$ cat src/rtl/mat_inv_pkg.sv
// rtl/mat_inv_pkg.sv - shared types and constants for the matrix-inversion column sequencer
package mat_inv_pkg;

    localparam int PKG_MAT_SIZE = 4;
    localparam int PKG_DATWIDTH = 64;

    // Nominal normaliser latency (inputReady cycle to outVld cycle), used by benches
    localparam int NORM_LATENCY = 37;

    typedef logic [PKG_DATWIDTH-1:0] col_t [PKG_MAT_SIZE];

    typedef enum logic [1:0] {
        ST_IDLE,
        ST_ISSUE,
        ST_WAIT,
        ST_DONE
    } seq_state_e;

endpackage

$ cat src/rtl/mat_col_bank.sv
// rtl/mat_col_bank.sv - MAT_SIZE-column register bank, one write port, two combinational read ports
module mat_col_bank #(
    parameter int MAT_SIZE = 4,
    parameter int DATWIDTH = 64,
    parameter int CW       = $clog2(MAT_SIZE) + 1
) (
    input  logic                clk,
    input  logic                reset,
    input  logic                wr_en,
    input  logic [CW-1:0]       wr_idx,
    input  logic [DATWIDTH-1:0] wr_data [MAT_SIZE],
    input  logic [CW-1:0]       rd_a_idx,
    output logic [DATWIDTH-1:0] rd_a_data [MAT_SIZE],
    input  logic [CW-1:0]       rd_b_idx,
    output logic [DATWIDTH-1:0] rd_b_data [MAT_SIZE]
);

    logic [DATWIDTH-1:0] bank [MAT_SIZE][MAT_SIZE];

    // Index decode by compare so out-of-range indices simply match nothing
    always_ff @(posedge clk or posedge reset) begin
        if (reset) begin
            for (int i = 0; i < MAT_SIZE; i++) begin
                bank[i] <= '{default: '0};
            end
        end else begin
            for (int i = 0; i < MAT_SIZE; i++) begin
                if (wr_en && (wr_idx == CW'(i))) begin
                    bank[i] <= wr_data;
                end
            end
        end
    end

    always_comb begin
        rd_a_data = '{default: '0};
        rd_b_data = '{default: '0};
        for (int i = 0; i < MAT_SIZE; i++) begin
            if (rd_a_idx == CW'(i)) rd_a_data = bank[i];
            if (rd_b_idx == CW'(i)) rd_b_data = bank[i];
        end
    end

endmodule

$ cat src/rtl/mat_column_sequencer.sv
// rtl/mat_column_sequencer.sv - issues bank columns to the normaliser and writes results back; optional WAIT watchdog under MAT_SEQ_TIMEOUT_EN
module mat_column_sequencer
    import mat_inv_pkg::*;
#(
    parameter int  MAT_SIZE       = 4,
    parameter int  DATWIDTH       = 64,
    parameter int  TIMEOUT_CYCLES = 64,
    localparam int CW             = $clog2(MAT_SIZE) + 1
) (
    input  logic                clk,
    input  logic                reset,
    input  logic                load_vld,
    input  logic [CW-1:0]       load_col,
    input  logic [DATWIDTH-1:0] load_data [MAT_SIZE],
    input  logic                start,
    output logic                busy,
    output logic                done,
    output logic                inputReady,
    output logic [CW-1:0]       opCnt,
    output logic [DATWIDTH-1:0] opColumn [MAT_SIZE],
    input  logic                outVld,
    input  logic [DATWIDTH-1:0] opColumnNorm [MAT_SIZE],
    input  logic [CW-1:0]       rd_col,
    output logic [DATWIDTH-1:0] rd_data [MAT_SIZE],
    output logic                err_timeout
);

    seq_state_e          state_q, state_d;
    logic [CW-1:0]       opcnt_q, opcnt_d, issue_idx;
    logic                issue_ld;
    logic                wr_en;
    logic [CW-1:0]       wr_idx;
    logic [DATWIDTH-1:0] wr_data    [MAT_SIZE];
    logic [DATWIDTH-1:0] bank_issue [MAT_SIZE];
    logic [DATWIDTH-1:0] opcol_q    [MAT_SIZE];
    logic                timeout_hit;

    mat_col_bank #(
        .MAT_SIZE (MAT_SIZE),
        .DATWIDTH (DATWIDTH),
        .CW       (CW)
    ) u_bank (
        .clk       (clk),
        .reset     (reset),
        .wr_en     (wr_en),
        .wr_idx    (wr_idx),
        .wr_data   (wr_data),
        .rd_a_idx  (issue_idx),
        .rd_a_data (bank_issue),
        .rd_b_idx  (rd_col),
        .rd_b_data (rd_data)
    );

    always_comb begin
        wr_en   = 1'b0;
        wr_idx  = load_col;
        wr_data = load_data;
        if (state_q == ST_IDLE && load_vld) begin
            wr_en = 1'b1;
        end else if (state_q == ST_WAIT && outVld) begin
            wr_en   = 1'b1;
            wr_idx  = opcnt_q;
            wr_data = opColumnNorm;
        end
    end

    always_comb begin
        state_d   = state_q;
        opcnt_d   = opcnt_q;
        issue_ld  = 1'b0;
        issue_idx = opcnt_q;
        case (state_q)
            ST_IDLE: begin
                if (start) begin
                    state_d   = ST_ISSUE;
                    opcnt_d   = '0;
                    issue_ld  = 1'b1;
                    issue_idx = '0;
                end
            end
            ST_ISSUE: state_d = ST_WAIT;
            ST_WAIT: begin
                if (outVld) begin
                    if (opcnt_q == CW'(MAT_SIZE - 1)) begin
                        state_d = ST_DONE;
                    end else begin
                        state_d   = ST_ISSUE;
                        opcnt_d   = opcnt_q + 1'b1;
                        issue_ld  = 1'b1;
                        issue_idx = opcnt_q + 1'b1;
                    end
                end else if (timeout_hit) begin
                    state_d = ST_IDLE;
                end
            end
            ST_DONE: state_d = ST_IDLE;
            default: state_d = ST_IDLE;
        endcase
    end

    always_ff @(posedge clk or posedge reset) begin
        if (reset) begin
            state_q <= ST_IDLE;
            opcnt_q <= '0;
            opcol_q <= '{default: '0};
        end else begin
            state_q <= state_d;
            opcnt_q <= opcnt_d;
            // Forward a same-cycle bank write so ISSUE sees a load that coincides with start
            if (issue_ld) begin
                for (int e = 0; e < MAT_SIZE; e++) begin
                    opcol_q[e] <= (wr_en && wr_idx == issue_idx) ? wr_data[e] : bank_issue[e];
                end
            end
        end
    end

`ifdef MAT_SEQ_TIMEOUT_EN
    localparam int WDW = $clog2(TIMEOUT_CYCLES + 1);
    logic [WDW-1:0] wd_q;
    logic           err_q;

    assign timeout_hit = (state_q == ST_WAIT) && (wd_q == WDW'(TIMEOUT_CYCLES - 1));

    // WAIT is only entered from ISSUE, so clearing in ISSUE restarts the count per column
    always_ff @(posedge clk or posedge reset) begin
        if (reset) begin
            wd_q  <= '0;
            err_q <= 1'b0;
        end else begin
            if (state_q == ST_ISSUE)     wd_q <= '0;
            else if (state_q == ST_WAIT) wd_q <= wd_q + 1'b1;
            if (state_q == ST_IDLE && start)  err_q <= 1'b0;
            else if (timeout_hit && !outVld)  err_q <= 1'b1;
        end
    end

    assign err_timeout = err_q;
`else
    assign timeout_hit = 1'b0;
    assign err_timeout = 1'b0;
`endif

    assign busy       = (state_q == ST_ISSUE) || (state_q == ST_WAIT);
    assign done       = (state_q == ST_DONE);
    assign inputReady = (state_q == ST_ISSUE);
    assign opCnt      = opcnt_q;
    assign opColumn   = opcol_q;

endmodule

$ cat config.mk
export PLATFORM = sky130hd
export DESIGN_NAME = mat_column_sequencer
export DESIGN_NICKNAME = d
export VERILOG_FILES = /design/src/rtl/mat_inv_pkg.sv /design/src/rtl/mat_col_bank.sv /design/src/rtl/mat_column_sequencer.sv
export SDC_FILE = /design/constraint.sdc
export NUM_CORES = 2
export LEC_CHECK = 0
export ABC_AREA = 1
export ABC_CLOCK_PERIOD_IN_PS = 67900
export CORE_ASPECT_RATIO = 0.5
export CORE_MARGIN = 4
export CORE_UTILIZATION = 60
export DETAILED_ROUTE_END_ITERATION = 12
export PLACE_DENSITY = 0.85
export SETUP_SLACK_MARGIN = 0.3
export SYNTH_ARGS = -nofsm -noshare
export SYNTH_HDL_FRONTEND = slang
export SYNTH_HIERARCHICAL = 1
export SYNTH_SLANG_ARGS = --single-unit
$ cat constraint.sdc
create_clock -name clk -period 67.9 [get_ports clk]
set_clock_uncertainty 0.1 [all_clocks]
set_input_delay 6.79 -clock clk [delete_from_list [all_inputs] [get_ports clk]]
set_output_delay 6.79 -clock clk [all_outputs]
set_load 0.01 [all_outputs]
**Yosys cells after proc, flatten, opt, wreduce, memory -nomap -nowiden**

Cells that the tools add are included.

- Register bits: 1,285
- Input port bits: 523
- Output and inout bits: 519
- Logic and storage cells: 82

- Add/subtract/negate cells: 1
- Equality and inequality tests: 16
- Muxes and demuxes: 30
- Reduce and logical (&&, ||, !) cells: 13

Operators with widths:

| kind | count |
|---|---|
| 256-bit 2-to-1 mux | 10 |
| 64-bit 2-to-1 mux | 4 |
| 3-bit by 2-bit == test with 1-bit output, second input constant | 7 |
| 3-bit 2-to-1 mux | 5 |
| 3-bit by 1-bit == test with 1-bit output, second input constant | 3 |
| 3-bit logical NOT | 3 |
| 2-bit case mux with 4 select lines | 1 |
| 1-bit logical AND | 7 |
| 2-bit 2-to-1 mux | 3 |
| 3-bit case mux with 2 select lines | 1 |
| 1-bit 2-to-1 mux | 5 |
| 2-bit == test, second input constant | 2 |
| 2-bit inequality test, second input constant | 2 |
| 3-bit by 1-bit adder with 3-bit output, second input constant | 1 |
| 3-bit == test | 1 |
| 2-bit by 1-bit == test with 1-bit output, second input constant | 1 |
| 2-bit logical NOT | 1 |
| 1-bit case mux with 2 select lines | 1 |
| 2-bit AND reduction | 1 |
| 1-bit logical OR | 1 |

**Depth between registers and ports, before layout**

- Depth after elaboration: 10
- Mapped depth: 18

**By module**

The synthesis kept the hierarchy.

By module, submodules not included:

| module | instances | cells an instance | area an instance (um^2) | sequential area each (um^2) |
|---|---|---|---|---|
| mat_col_bank | 1 | 6,695 | 54,801.3 | 25,624.6 |
| mat_column_sequencer | 1 | 3,101 | 18,574.1 | 6,531.3 |

**Worst setup path after synthesis**

No wires, ideal clock.

- Path kind: input -> output
- Start point: in rd_col[1]
- End point: out rd_data[15] (netlist name)
- Arrival: 7,670 ps
- Slack: 53,340 ps
- Cell stages on the path: 6
- Path buffers: 3
- Cells stage by stage: buf_4 inv_1 clkbuf_1 buf_2 nand4_1 nand4_1

RTL lines:

| item | RTL line | RTL |
|---|---|---|
| start: declaration | mat_column_sequencer.sv:23 | `input logic [CW-1:0] rd_col,` |
| end: declaration | mat_column_sequencer.sv:24 | `output logic [DATWIDTH-1:0] rd_data [MAT_SIZE],` |

==> flow_summary.json <==
{
  "status": "completed",
  "hold_path_class": "reg2reg",
  "portBuffers": 1040,
  "wl_per_cell_um": 23.3,
  "grt_pass1_wl_mm": 419,
  "avgSynthCellArea_sq_um": 7.49,
  "start_util_pct": 60.7,
  "h-tree-depth": 3,
  "ios": 1042,
  "fin_ws_ps": 49690,
  "grt_overflow": 0,
  "path_class": "in2out",
  "core_sq_um": 121000,
  "combPwrFrac_pct": 44.3,
  "post_cts_resized": 0,
  "slew_headroom_pct": 16.4,
  "total_power_mw": 3.82,
  "synthesis.nets": 10300,
  "cts-root-buf": "clkbuf_16",
  "pre_cts_slack_ps": 49970,
  "synth_cell_types": 27,
  "internal-power_mw": 2.10,
  "worst_hold_slack_ps": 381,
  "seq_power_share_pct": 37.1,
  "route.vias.total": 77700,
  "syn_inst": 9796,
  "cp_max_fo": 75,
  "synth_edf_count": 0,
  "cts.sinks": 1285,
  "area_delta_synth_final_pct": 16.5,
  "drv_cap": 0,
  "grt_max_degree": 214,
  "grt_pass1_vias": 72600,
  "grtUsageTotal_pct": 41.2,
  "path_clk_slew_ps": 70,
  "finalSetupViolCount": 0,
  "antenna_found_initial": 0,
  "ys_warn_count": 6,
  "rsz0062_at_grt": "no",
  "startpoint_type": "input pin",
  "peakVddDrop_mv": 0.0369,
  "mostFrequentLayoutCells": "nand2_1 (2076), nand3_1 (1542), nand4_1 (1537), dfrtp_1 (1285), clkdlybuf4s50_1 (1038)",
  "final.min_clock_period_ps": 18210,
  "clock_power_share_pct": 18.6,
  "vias_per_cell": 6.60,
  "numCtsBuffers": 114,
  "drive_above_1_share_pct": 3.33,
  "async_flop_share_pct": 100,
  "core.rowCount": 90,
  "hold_buffers": 0,
  "syn-cell-area_sq_um": 73400,
  "cts_tree": "built",
  "hold_viol": 0,
  "layout_worst_path_cycle_share_pct": 26.8,
  "post-cts-setup-buffer-count": 0,
  "initialDrtViolationCount": 11800,
  "layout_commonest_cell": "nand2_1",
  "first_pass_iters": 9,
  "design_area_sq_um": 85500,
  "gp_congestion": 0.895,
  "swShare_pct": 44.9,
  "synth-seq-cells": 1285,
  "dp_hpwl_mm": 159,
  "p_switching_mw": 1.71,
  "dieArea_sq_um": 128000,
  "drc": 0,
  "power.leakage_nw": 40.8,
  "die_h_um": 255,
  "tns_ps": 0,
  "worstPathArrival_ps": 11320,
  "ant_nets": 0,
  "required_ps": 61010,
  "wl_mm": 274,
  "synthFlopType": "dfrtp_1",
  "fin_nets": 10600,
  "ys_seq_area_share_pct": 43.8,
  "max_slew.worst_pin.slew_ps": 1240,
  "crit_path_end_kind": "output pin",
  "max_freq_mhz": 54.9,
  "clk_path_buf_depth": 3,
  "die_w_um": 503,
  "power_density_nw_per_um2": 44.6,
  "clock_latency_ps": 760,
  "drv_slew": 0,
  "place_area_sq_um": 81500
}
==> logic make-up after synthesis <==
logic type,after synthesis,synth area share [%]
AOI/OAI and AO/OA,1287,8.82
buffers and inverters,2038,12.7
and+or+nand+nor,5179,34.5
other,1,0.00511
adders and majority gates,6,0.102
DFF,1285,43.8
==> cell usage after synthesis (2+ instances only) <==
library cell | count | area (sq um)
nand2_1 | 2079 | 7800
nand3_1 | 1542 | 7720
nand4_1 | 1537 | 9620
dfrtp_1 | 1285 | 32200
inv_1 | 1041 | 3910
o21ai_0 | 831 | 4160
o21ai_1 | 445 | 2230
buf_2 | 360 | 1800
clkbuf_1 | 349 | 1310
buf_6 | 130 | 1460
buf_1 | 77 | 289
buf_4 | 73 | 548
inv_2 | 8 | 30.0
ha_1 | 6 | 75.1
nor2_1 | 6 | 22.5
o21ai_2 | 6 | 52.6
nor2_2 | 5 | 31.3
nand3_4 | 4 | 70.1
a21oi_1 | 3 | 15.0
nand2_2 | 2 | 12.5
==> sequential cells by signal, indices dropped and copies added (netlist names) <==
signal       count
opCnt            3
u_bank/bank   1024
state_q          2
opColumn       256
==> metal layers <==
layer	up-vias	track usage (%)	share of wire [%]
met3	1362	9.24	13
met1	36000	52.9	35
li1	34200	-	-
met2	6127	61.3	44
met5	-	0	0
met4	0	31.2	8.7
==> worst max-delay path, cell delays in order <==
cell	delay (ps)
clkdlybuf4s50_1	550
nor2_4	150
buf_4	700
buf_4	900
buf_4	1060
nand3_1	150
nand4_1	160
clkdlybuf4s50_1	720
==> power by group through the flow <==
stage / Clock (mW) / Combinational, mW / Sequential [mW]
2_1_floorplan: 0 / 1.04 / 1.35
3_3_place_gp: 0 / 1.59 / 1.40
3_5_place_dp: 0 / 1.63 / 1.41
4_1_cts: 0.711 / 1.65 / 1.40
5_1_grt: 0.746 / 1.84 / 1.45
6_report: 0.711 / 1.69 / 1.41
==> stage by stage <==
step           cells  utilization [%]
6_report       11800             70.7
5_1_grt        11800             70.7
4_1_cts        11800             70.7
3_5_place_dp   11600             67.4
3_3_place_gp   11600             67.4
2_1_floorplan   9796                -
==> worst paths after layout <==
path	slack (ps)	end	cells past startpoint	from
setup / recovery	49690	rd_data[255]	8	rd_col[2]
setup reg to reg	61150	opColumn[124]$_DFFE_PP0P_	17	state_q[0]$_DFFE_PP0P_
max in group asynchronous	57120	u_bank/bank[797]$_DFFE_PP0P_	6	reset
min in group asynchronous	6660	opColumn[110]$_DFFE_PP0P_	2	reset
hold reg to reg	380	opColumn[107]$_DFFE_PP0P_	2	opColumn[107]$_DFFE_PP0P_
hold / removal	380	opColumn[107]$_DFFE_PP0P_	2	opColumn[107]$_DFFE_PP0P_
==> area by class of cell <==
cell class / count / area, sq um
fillers: 9640 / 35400
repair buffers: 1149 / 11400
multi-input cells: 6473 / 31900
clock buffers: 168 / 3370
well taps: 1610 / 2010
clock inverters: 47 / 658
inverters: 1049 / 3990
flip-flops and latches: 1285 / 32200
diodes: 1 / 2.50
Power figures use the tool's default switching activity.
